`src/rtl/irq_pending_ctrl.sv`:
```
// Request capture front end: synchronises async request lines, latches rising edges
// as sticky pending bits and offers the highest-index enabled one over valid/ready.
module irq_pending_ctrl #(
  parameter int N_REQ       = 8,
  parameter int ID_W        = $clog2(N_REQ),
  parameter int SYNC_STAGES = 2
) (
  input  logic             clk_i,
  input  logic             rst_ni,
  input  logic [N_REQ-1:0] req_i,
  input  logic [N_REQ-1:0] mask_i,
  input  logic [N_REQ-1:0] clr_i,
  input  logic             irq_ready_i,
  output logic             irq_valid_o,
  output logic [ID_W-1:0]  irq_id_o,
  output logic [N_REQ-1:0] pend_o,
  output logic             any_pend_o
);

  localparam logic [0:0] IDLE  = 1'b0;
  localparam logic [0:0] OFFER = 1'b1;

  logic [SYNC_STAGES-1:0][N_REQ-1:0] sync_q;
  logic [N_REQ-1:0] sync_dly_q;
  logic [N_REQ-1:0] edge_now;
  logic [N_REQ-1:0] pend_q, pend_d;
  logic [N_REQ-1:0] clear_now;
  logic [N_REQ-1:0] eligible;
  logic [0:0]       state_q, state_d;
  logic [ID_W-1:0]  id_q, id_d;
  logic [ID_W-1:0]  hi_idx;
  logic             any_pend_q;
  logic             accept;

  // Synchroniser plus one history flop; the history flop resets low so a level
  // held across reset release still produces exactly one edge.
  always_ff @(posedge clk_i or negedge rst_ni) begin
    if (!rst_ni) begin
      sync_q     <= '0;
      sync_dly_q <= '0;
    end else begin
      sync_q     <= {sync_q[SYNC_STAGES-2:0], req_i};
      sync_dly_q <= sync_q[SYNC_STAGES-1];
    end
  end

  assign edge_now = sync_q[SYNC_STAGES-1] & ~sync_dly_q;
  assign accept   = irq_valid_o & irq_ready_i;
  assign eligible = pend_q & mask_i;

  // Set dominates clear so an edge coinciding with a clear is never dropped.
  for (genvar gi = 0; gi < N_REQ; gi++) begin : g_pend
    assign clear_now[gi] = clr_i[gi] | (accept & (id_q == ID_W'(gi)));
    assign pend_d[gi]    = (pend_q[gi] & ~clear_now[gi]) | edge_now[gi];
  end

  always_comb begin
    hi_idx = '0;
    for (int i = 0; i < N_REQ; i++) begin
      if (eligible[i]) hi_idx = ID_W'(i);
    end
  end

  // The offered id is frozen for the whole OFFER state: no preemption.
  always_comb begin
    state_d = state_q;
    id_d    = id_q;
    case (state_q)
      IDLE: begin
        if (|eligible) begin
          id_d    = hi_idx;
          state_d = OFFER;
        end
      end
      OFFER: begin
        if (irq_ready_i) state_d = IDLE;
      end
      default: state_d = IDLE;
    endcase
  end

  always_ff @(posedge clk_i or negedge rst_ni) begin
    if (!rst_ni) begin
      pend_q     <= '0;
      state_q    <= IDLE;
      id_q       <= '0;
      any_pend_q <= 1'b0;
    end else begin
      pend_q     <= pend_d;
      state_q    <= state_d;
      id_q       <= id_d;
      any_pend_q <= |eligible;
    end
  end

  assign irq_valid_o = (state_q == OFFER);
  assign irq_id_o    = id_q;
  assign pend_o      = pend_q;
  assign any_pend_o  = any_pend_q;

endmodule

```
`config.mk`:
```
export PLATFORM = sky130hd
export DESIGN_NAME = irq_pending_ctrl
export DESIGN_NICKNAME = d
export VERILOG_FILES = /design/src/rtl/irq_pending_ctrl.sv
export SDC_FILE = /design/constraint.sdc
export NUM_CORES = 1
export LEC_CHECK = 0
export ABC_AREA = 1
export BUFFER_PORTS_ARGS = -buffer_cell sky130_fd_sc_hd__buf_2
export CAP_MARGIN = 20
export CORE_MARGIN = 2
export CORE_UTILIZATION = 49
export CTS_CLUSTER_DIAMETER = 200
export DETAILED_ROUTE_END_ITERATION = 12
export MAX_ROUTING_LAYER = met4
export PLACE_DENSITY_LB_ADDON = 0.12
export SYNTH_ARGS = -nofsm -noshare
export SYNTH_HDL_FRONTEND = slang
export SYNTH_SLANG_ARGS = --single-unit
export TNS_END_PERCENT = 1
```
`constraint.sdc`:
```
create_clock -name clk_i -period 1.3 [get_ports clk_i]
set_input_delay 0.065 -clock clk_i [delete_from_list [all_inputs] [get_ports clk_i]]
set_output_delay 0.065 -clock clk_i [all_outputs]
set_load 0.02 [all_outputs]
```
==> results of run 1 <==
==> per-layer routing <==
layer	global-route usage (%)	vias to the layer above	routed length [µm]	share of wire, %
met1	22.8	419	1000	43
met3	5.39	4	129	5.6
met5	-	-	0	0
met4	8.01	0	29	1.2
met2	30.1	28	1160	50
li1	-	471	-	-
==> cell families (layout without fill, tap and decap cells) <==
logic type | Yosys count | in the layout | share of synthesized area (%)
AOI/OAI and AO/OA | 22 | 22 | 8.95
DFF | 37 | 37 | 72.0
buffers and inverters | 14 | 74 | 4.09
and+or+nand+nor | 39 | 39 | 15.0
==> worst min-delay path by stage <==
stage	startpoint	cells past startpoint	to	slack, ps
floorplan	rst_ni	0	any_pend_o	-230
global placement	rst_ni	1	sync_dly_q[2]	-10
detailed placement	rst_ni	1	pend_o[2]	-5
CTS	clr_i[5]	4	pend_o[5]	2
global route	clr_i[7]	4	pend_o[7]	20
finish	clr_i[4]	4	pend_o[4]	20
==> synthesized netlist by cell type (all sizes together) <==
library cell,number
a21oi,10
a31oi,1
dfrtp,37
inv,14
nand2,30
nand3,1
nor2,8
o21ai,11
==> layout by cell type (no fill, tap or decap), types with 2 or more instances in the layout <==
master         Yosys  layout
buf_2              0      39
dfrtp_1           37      37
nand2_1           21      21
inv_1             14      14
dlygate4sd3_1      0      12
o21ai_0           10      10
a21oi_1            9       9
nand2_2            7       7
nor2_1             5       5
clkbuf_4           0       5
clkbuf_1           0       3
nor2_2             2       2
nand2_4            2       2
==> area by class of cell <==
type                       count  area [µm²]
fill                         190         782
tap                           30        37.5
timing repair buffer          52         323
clock buffer                   8        48.8
inverter                      14        52.6
multi-input combinational     61         308
sequential                    37         926
==> flip-flops by register name (all words and copies together), names as in the netlist <==
register     count
any_pend_o       1
irq_id_o         3
irq_valid_o      1
pend_o           8
sync_dly_q       8
sync_q          16
==> power groups by stage <==
stage                     clock [µW]  sequential (µW)  combinational [µW]
after CTS                        574             1400                 663
after detailed placement           0             1430                 634
after global placement             0             1410                 627
after global routing             622             1430                 735
after floorplan                    0             1520                 292
final                            534             1400                 654
==> worst register-to-register path, stage by stage, from the launching register on <==
cell,delay [ps]
dfrtp_1,420
nand2_2,100
nand2_2,70
nor2_4,140
nand2_4,70
a21oi_1,160
a21oi_2,40
==> through the flow <==
stage | cells | power (µW) | cell area, µm²
final | 202 | 2590 | 1700
after global routing | 202 | 2790 | 1700
after CTS | 202 | 2640 | 1700
after detailed placement | 182 | 2060 | 1530
after global placement | 182 | 2040 | 1530
after floorplan | 112 | 1820 | 1290
==> repair_timing <==
item / CTS / global route
endpoints found under the hold margin: 27 / 0
hold buffers: 12 / 0
setup buffers: 0 / 0
==> flow_summary_export.csv, run 1 <==
group,metric,value,unit
run_status,outcome,"finished, final reports clean",
floorplan,die_area,0.00305,mm²
logic_synthesis,synthCells,112,
route,drt_pass1_iterations,4,
sta,fin_crit_sh,84.7,%
logic_synthesis,avgSynthCellArea,11.5,µm²
critical_path,r2r_slack,200,ps
floorplan,fp-row-count,18,
cts,cts_max_path_buffers,2,
sta,fmax,0.908,GHz
logic_synthesis,synth_top_area_cell,"dfrtp_1",
worst_hold_path,holdCritPathClass,"input port to flip-flop",
pwr,power.switching,849,µW
critical_path,cp_slowest_cell,"dfrtp_1",
job,maxCapViolations,0,
layout,diodes,0,
critical_path,critical-path-top-delay-family,"flip-flops",
layout,drive_gt1_share,33.7,%
sta,hold_violations,0,
global_route,grt_overflow,0,
route,drc_errors,0,
sta,worst_slack,198,ps
critical_path,critPathLaunch,"pend_o[4]",
critical_path,slowest_delay,420,ps
logic_synthesis,ys_ff_latch,37,
cts,cts_root_buf,"clkbuf_4",
critical_path,worstPathCellList,"nand2_2 > nand2_2 > nor2_4 > nand2_4 > a21oi_1 > a21oi_2",
sta,rsz0062_at_grt,"false",
logic_synthesis,ys_types,14,
critical_path,worstPathRequired,1510,ps
global_route,grt_max_degree,22,
pwr,switching_share,32.8,%
route,vias,922,
placed_design,hpwl,1.73,mm
sta,fin_skew,10.9,ps
cts,htree_levels,2,
logic_synthesis,syn_nets,139,
floorplan,die_y,55.2,µm
logic_synthesis,synth_area,0.00129,mm²
critical_path,r2r_end,"irq_id_o[0]",
layout,area_growth,31.8,%
critical_path,reg2regPathDepth,6,
global_route,grt_pass1_vias,1049,
critical_path,worstSetupStartpointType,"flip-flop",
pwr,p_int,1740,µW
floorplan,initial_core_util,51.9,%
critical_path,critPathMaxFanout,3,
pwr,irDropWorstVdd,0.953,mV
placed_design,port_buffers,39,
floorplan,pin_count,40,
route,routedWlPerCell,11.5,µm
pwr,p_comb_share,25.2,%
critical_path,crit_type,"flip-flop to flip-flop",
cts,clock_latency,310,ps
pwr,p_leak,0.000890,µW
sta,hold_slack,19.4,ps
critical_path,critical_path_depth,6,
cts,clk_pin_slew,100,ps
floorplan,core_area,0.00248,mm²
sta,finalSetupTns,0,ps
critical_path,cp-end-kind,"flip-flop",
sta,drv_slew,0,
critical_path,crit_arrival,1310,ps
layout,fin_nets,198,
route,finalWirelength,2.32,mm
critical_path,r2r-start,"pend_o[4]",
sta,setup_viol,0,
route,drt_iter0_markers,26,
critical_path,crit_top_cell,"nand2_2",
floorplan,chipWidth,55.2,µm
global_route,grt_pass1_wl,4.38,mm
pwr,seq_power_share,54.1,%
critical_path,crit_path_end,"irq_id_o[0]",
cts,cts-resized-gates,0,
layout,fin_util,68.4,%
logic_synthesis,yosys_warnings,0,
sta,tightest_slew,354,ps
logic_synthesis,synth_top_area_share,72.0,%
logic_synthesis,ys_top_cells_by_area,"dfrtp_1 72%, nand2_1 6.1%, inv_1 4.1%, o21ai_0 3.9%, a21oi_1 3.5%",
placed_design,place_ws,211,ps
logic_synthesis,seq_area_frac_synth,72.0,%
route,antenna_left,0,
pwr,p_per_area,1530,mW/mm²
cts,cts_tree,"built",
sta,period_needed,1100,ps
critical_path,cp_num_buf_inv,0,
global_route,antenna_found_initial,0,
global_route,grt_use_total,19.0,%
route,viasPerCell,4.56,
cts,cts_made_buffers,5,
placed_design,gp_congestion,0.876,
sta,slew_headroom,76.4,%
pwr,clkPwrFrac,20.6,%
cts,clock-sinks,37,
Note: power is estimated with default switching activity, not from simulation.
==> run 2: changes to the inputs <==
--- a/config.mk
+++ b/config.mk
@@ -9,7 +9,7 @@
 export BUFFER_PORTS_ARGS = -buffer_cell sky130_fd_sc_hd__buf_2
 export CAP_MARGIN = 20
 export CORE_MARGIN = 2
-export CORE_UTILIZATION = 49
+export CORE_UTILIZATION = 44
 export CTS_CLUSTER_DIAMETER = 200
 export DETAILED_ROUTE_END_ITERATION = 12
 export MAX_ROUTING_LAYER = met4
==> constraint.sdc (replaced) <==
create_clock -name clk_i -period 1 [get_ports clk_i]
set_input_delay 0.05 -clock clk_i [delete_from_list [all_inputs] [get_ports clk_i]]
set_output_delay 0.05 -clock clk_i [all_outputs]
set_load 0.02 [all_outputs]
==> run 2 against run 1 <==
  * The run now ends with negative setup slack left
  * First-iteration DRC count fell by 54%
  * Cell count rose by 13%
  * Non-clock buffer count rose by 25
  * Hold slack improved by 54 ps
  * Critical path depth rose by 1
  * Critical path type unchanged
  * Die area rose by 11%
  * Largest power group unchanged
  * Routed wire length rose by 21%
  * Register-to-register slack got worse by 290 ps
  * Total power rose by 52%
==> flow_summary_export.csv, run 2 (synthesis results as in run 1) <==
group,metric,value,unit
worst_hold_path,holdCritPathClass,"input port to flip-flop",
route,drt_iter0_markers,12,
cts,clk_pin_slew,110,ps
floorplan,die_y,58.1,µm
floorplan,core_area,0.00276,mm²
critical_path,reg2regPathDepth,7,
run_status,violations,"negative setup slack",
layout,final_cell_mix,"29 x buf_2, 28 x dfrtp_1, 19 x dlygate4sd3_1",
global_route,grt_pass1_vias,1132,
placed_design,place_area,0.00168,mm²
layout,fin_util,74.5,%
critical_path,crit_arrival,1370,ps
cts,cts_root_buf,"clkbuf_4",
critical_path,crit_type,"flip-flop to flip-flop",
pwr,p_total,3940,µW
layout,drive_gt1_share,49.7,%
critical_path,worstSetupStartpointType,"flip-flop",
pwr,irDropWorstVdd,1.77,mV
placed_design,gp_congestion,0.882,
run_status,outcome,"finished with violations",
floorplan,fp-row-count,19,
route,drt_pass1_iterations,3,
critical_path,r2r-start,"pend_o[7]",
critical_path,r2r_slack,-100,ps
cts,cts_max_path_buffers,2,
floorplan,initial_core_util,46.6,%
pwr,p_leak,0.00103,µW
global_route,grt_max_degree,24,
sta,fin_skew,9.84,ps
layout,final_common_cell,"buf_2",
cts,clock-sinks,37,
global_route,grt_overflow,0,
sta,period_needed,1100,ps
route,viasPerCell,4.66,
placed_design,hpwl,1.88,mm
sta,hold_violations,0,
sta,slew_headroom,75.5,%
layout,fin_nets,223,
sta,drv_slew,0,
cts,htree_levels,2,
layout,final_cells,228,
route,vias,1062,
layout,area_growth,59.7,%
sta,worst_slack,-95.1,ps
global_route,grt_pass1_wl,4.63,mm
critical_path,r2r_end,"irq_id_o[0]",
cts,clock_latency,340,ps
critical_path,worstPathRequired,1280,ps
worst_hold_path,hp-start,"mask_i[7]",
placed_design,dp.cells,198,
placed_design,port_buffers,39,
sta,fin_crit_sh,110,%
sta,tightest_slew,368,ps
critical_path,critPathMaxFanout,5,
sta,setup_viol,19,
route,antenna_left,0,
layout,regMostFlops,"sync_q",
floorplan,pin_count,40,
route,finalWirelength,2.80,mm
floorplan,chipWidth,58.1,µm
job,maxCapViolations,0,
route,drc_errors,0,
layout,largest_reg_flops,16,
route,routedWlPerCell,12.3,µm
pwr,p_per_area,1920,mW/mm²
cts,cts_made_buffers,5,
sta,rsz0062_at_grt,"true",
floorplan,die_area,0.00337,mm²
sta,finalSetupTns,-917,ps
layout,diodes,0,
layout,final_area,0.00205,mm²
cts,cts_tree,"built",
sta,fmax,0.913,GHz
global_route,antenna_found_initial,0,
worst_hold_path,holdPathStages,5,
worst_hold_path,hold_path_end,"irq_id_o[0]",
critical_path,cp-end-kind,"flip-flop",
global_route,grt_use_total,19.7,%
## run 2: changes by cell type in the layout (fill, tap and decap cells not counted), sizes merged
cell         before  now
dlygate4sd3      12   19
buf              40   58
clkinvlp          0    1
clkinv            0    2
clkbuf            8    5
## run 2: cell type report
type | instances | area, µm²
Sequential cell | 37 | 937
Tap cell | 31 | 38.8
Multi-Input combinational cell | 61 | 345
Clock buffer | 5 | 37.5
Fill cell | 195 | 703
Inverter | 14 | 52.6
Timing Repair Buffer | 77 | 626
Clock inverter | 3 | 17.5
## run 2: stage by stage
| step | hold slack [ps] | worst slack [ps] |
|---|---|---|
| detailed placement | -16.0 | -82.8 |
| global placement | -25.2 | -46.9 |
| floorplan | -246 | -55.6 |
| CTS | 55.8 | -91.2 |
| finish | 73.6 | -95.1 |
| global route | 73.5 | -160 |
## run 2: timing repair
item	in CTS	in global routing
setup endpoints to repair	20	24
hold buffers	19	0
pin swaps	2	3
endpoints found under the hold margin	55	0
buffers inserted	2	2
resized for setup	33	7
## run 2: layer usage
layer  vias to the layer above  global-route usage, %  wire length (µm)
met5                         -                      -                 0
met4                         0                   9.63                72
met3                         9                   7.14               140
met2                        27                   33.6              1510
met1                       505                   19.9              1080
li1                        521                      -                 -
## run 2: worst max-delay path, cell delays in order (launching register included)
cell     delay [ps]
dfrtp_2         440
nand2_2          70
nand2_2          80
nor2_4          140
nand2_4          80
nand2_4          80
nor2_2           40
a21oi_2          90
## run 2: report_power, final
| part | total [µW] | internal (µW) | switching, µW |
|---|---|---|---|
| Combinational | 1330 | 652 | 679 |
| Sequential | 1850 | 1680 | 165 |
| Clock | 759 | 265 | 494 |
## run 2: worst max-delay path by stage
stage | depth (start not counted) | slack (ps) | to | start
4_1_cts | 2 | -90 | pend_o[7] | pend_o[7]
5_1_grt | 7 | -160 | irq_id_o[2] | pend_o[6]
3_5_place_dp | 6 | -80 | irq_valid_o | pend_o[6]
2_1_floorplan | 6 | -60 | irq_id_o[0] | pend_o[6]
3_3_place_gp | 5 | -50 | pend_o[1] | irq_id_o[2]
6_report | 7 | -100 | irq_id_o[0] | pend_o[7]
==> run 3: changes to the inputs <==
--- a/config.mk
+++ b/config.mk
@@ -9,11 +9,13 @@
 export BUFFER_PORTS_ARGS = -buffer_cell sky130_fd_sc_hd__buf_2
 export CAP_MARGIN = 20
 export CORE_MARGIN = 2
-export CORE_UTILIZATION = 44
+export CORE_UTILIZATION = 47
+export CTS_BUF_LIST = sky130_fd_sc_hd__clkbuf_4 sky130_fd_sc_hd__clkbuf_8
 export CTS_CLUSTER_DIAMETER = 200
 export DETAILED_ROUTE_END_ITERATION = 12
 export MAX_ROUTING_LAYER = met4
 export PLACE_DENSITY_LB_ADDON = 0.12
+export REMOVE_ABC_BUFFERS = 1
 export SYNTH_ARGS = -nofsm -noshare
 export SYNTH_HDL_FRONTEND = slang
 export SYNTH_SLANG_ARGS = --single-unit
==> run 3 against run 2 <==
  * The run still ends with negative setup slack left
  * Largest cell class unchanged
  * Sequential cell count is the same
  * Non-clock buffer count down 3
  * Largest power group unchanged
  * Sequential power hardly changed
==> flow_summary_export.csv, run 3 (synthesis results as in run 1) <==
group,metric,value,unit
route,finalWirelength,2.93,mm
cts,cts_made_buffers,5,
critical_path,critPathMaxFanout,3,
route,antenna_left,0,
route,drt_iter0_markers,15,
cts,cts_max_path_buffers,2,
floorplan,pin_count,40,
cts,cts_tree,"built",
layout,fin_nets,220,
sta,period_needed,1110,ps
sta,setup_viol,24,
route,drc_errors,0,
pwr,p_total,4390,µW
cts,clock-sinks,37,
route,routedWlPerCell,13.1,µm
worst_hold_path,holdCritPathClass,"input port to flip-flop",
critical_path,r2r-start,"pend_o[7]",
critical_path,worstSetupStartpointType,"flip-flop",
route,viasPerCell,4.64,
sta,worst_slack,-113,ps
critical_path,crit_arrival,1060,ps
layout,drive_gt1_share,45.9,%
global_route,grt_max_degree,38,
sta,finalSetupTns,-1090,ps
floorplan,fp-row-count,18,
run_status,violations,"negative setup slack",
layout,regMostFlops,"sync_q",
global_route,grt_pass1_vias,1096,
route,drt_pass1_iterations,4,
sta,drv_slew,0,
floorplan,die_area,0.00317,mm²
global_route,antenna_found_initial,0,
cts,cts_root_buf,"clkbuf_4",
worst_hold_path,holdPathStages,5,
critical_path,r2r_slack,-60,ps
critical_path,worstPathRequired,950,ps
floorplan,chipWidth,56.3,µm
critical_path,cp-end-kind,"output pin",
critical_path,worstPathCellList,"buf_6 > buf_6",
route,vias,1040,
layout,final_common_cell,"dfrtp_1",
floorplan,die_y,56.3,µm
global_route,grt_overflow,0,
critical_path,crit_top_cell,"buf_6",
cts,clock_latency,350,ps
critical_path,cp_num_buf_inv,2,
pwr,p_per_area,2100,mW/mm²
layout,final_cells,224,
critical_path,reg2regPathDepth,6,
sta,tightest_slew,199,ps
global_route,grt_use_total,21.9,%
job,maxCapViolations,0,
layout,area_growth,62.5,%
global_route,grt_pass1_wl,4.96,mm
sta,slew_headroom,86.7,%
critical_path,cp_slowest_cell,"dfrtp_2",
critical_path,slowest_delay,460,ps
layout,diodes,0,
placed_design,place_area,0.00164,mm²
run_status,outcome,"finished with violations",
pwr,p_leak,0.00105,µW
layout,largest_reg_flops,16,
layout,fin_util,82.2,%
sta,fmax,0.899,GHz
cts,htree_levels,2,
sta,fin_skew,10.5,ps
worst_hold_path,hold_path_end,"any_pend_o",
placed_design,hpwl,1.74,mm
critical_path,critical-path-top-delay-family,"flip-flops",
placed_design,port_buffers,39,
placed_design,gp_congestion,0.889,
sta,hold_violations,0,
critical_path,crit_type,"flip-flop to output pin",
layout,final_area,0.00209,mm²
floorplan,core_area,0.00254,mm²
cts,clk_pin_slew,120,ps
layout,final_cell_mix,"35 x dfrtp_1, 27 x buf_2, 22 x buf_6",
floorplan,initial_core_util,50.5,%
worst_hold_path,hp-start,"mask_i[5]",
pwr,irDropWorstVdd,1.84,mV
sta,fin_crit_sh,111,%
sta,rsz0062_at_grt,"true",
placed_design,dp.cells,196,
critical_path,r2r_end,"irq_valid_o",
[run 3: power breakdown]
| part | total (µW) | internal [µW] | switching [µW] |
|---|---|---|---|
| Clock | 1090 | 594 | 501 |
| Combinational | 1470 | 723 | 744 |
| Sequential | 1830 | 1680 | 155 |
| Total | 4390 | 2990 | 1400 |
[run 3: metal layers]
layer  share of wire [%]  vias to the layer above  GRT usage [%]
li1                    -                      517              -
met1                  41                      489           25.9
met2                  53                       29           36.3
met3                 4.5                        5           6.22
met4                 1.4                        0           7.14
met5                   0                        -              -
[run 3: what timing repair did]
action,4_1_cts,5_1_grt
setup endpoints to repair,24,24
pin swaps,2,4
setup buffers,1,0
endpoints found under the hold margin,55,0
resized for setup,38,12
hold buffers,19,0
[run 3: through the flow]
| stage | setup WS, ps | hold WS, ps |
|---|---|---|
| 5_1_grt | -150 | 75.4 |
| 3_3_place_gp | -37.9 | 23.9 |
| 3_5_place_dp | -57.9 | 27.7 |
| 6_report | -113 | 56.8 |
| 2_1_floorplan | -123 | -246 |
| 4_1_cts | -79.8 | 53.0 |
[run 3: worst register-to-register path: cells and delay by family (launching register included)]
kind               cells  cell delay, ps
DFF                    1             430
AOI/OAI and AO/OA      1              90
and+or+nand+nor        5             420
[run 3: cell type report]
| class | instances | area [µm²] |
|---|---|---|
| Sequential cell | 37 | 928 |
| Tap cell | 30 | 37.5 |
| Fill cell | 155 | 454 |
| Timing Repair Buffer | 74 | 631 |
| Clock inverter | 2 | 37.5 |
| Multi-Input combinational cell | 61 | 353 |
| Inverter | 14 | 52.6 |
| Clock buffer | 6 | 51.3 |
[run 3: worst max path at each step]
stage,end,start,depth (start not counted)
2_1_floorplan,irq_id_o[0],pend_o[4],6
3_3_place_gp,pend_o[2],irq_valid_o,5
3_5_place_dp,irq_id_o[0],pend_o[3],6
4_1_cts,irq_id_o[2],irq_id_o[2],2
5_1_grt,irq_id_o[2],irq_id_o[2],2
6_report,irq_id_o[2],irq_id_o[2],2
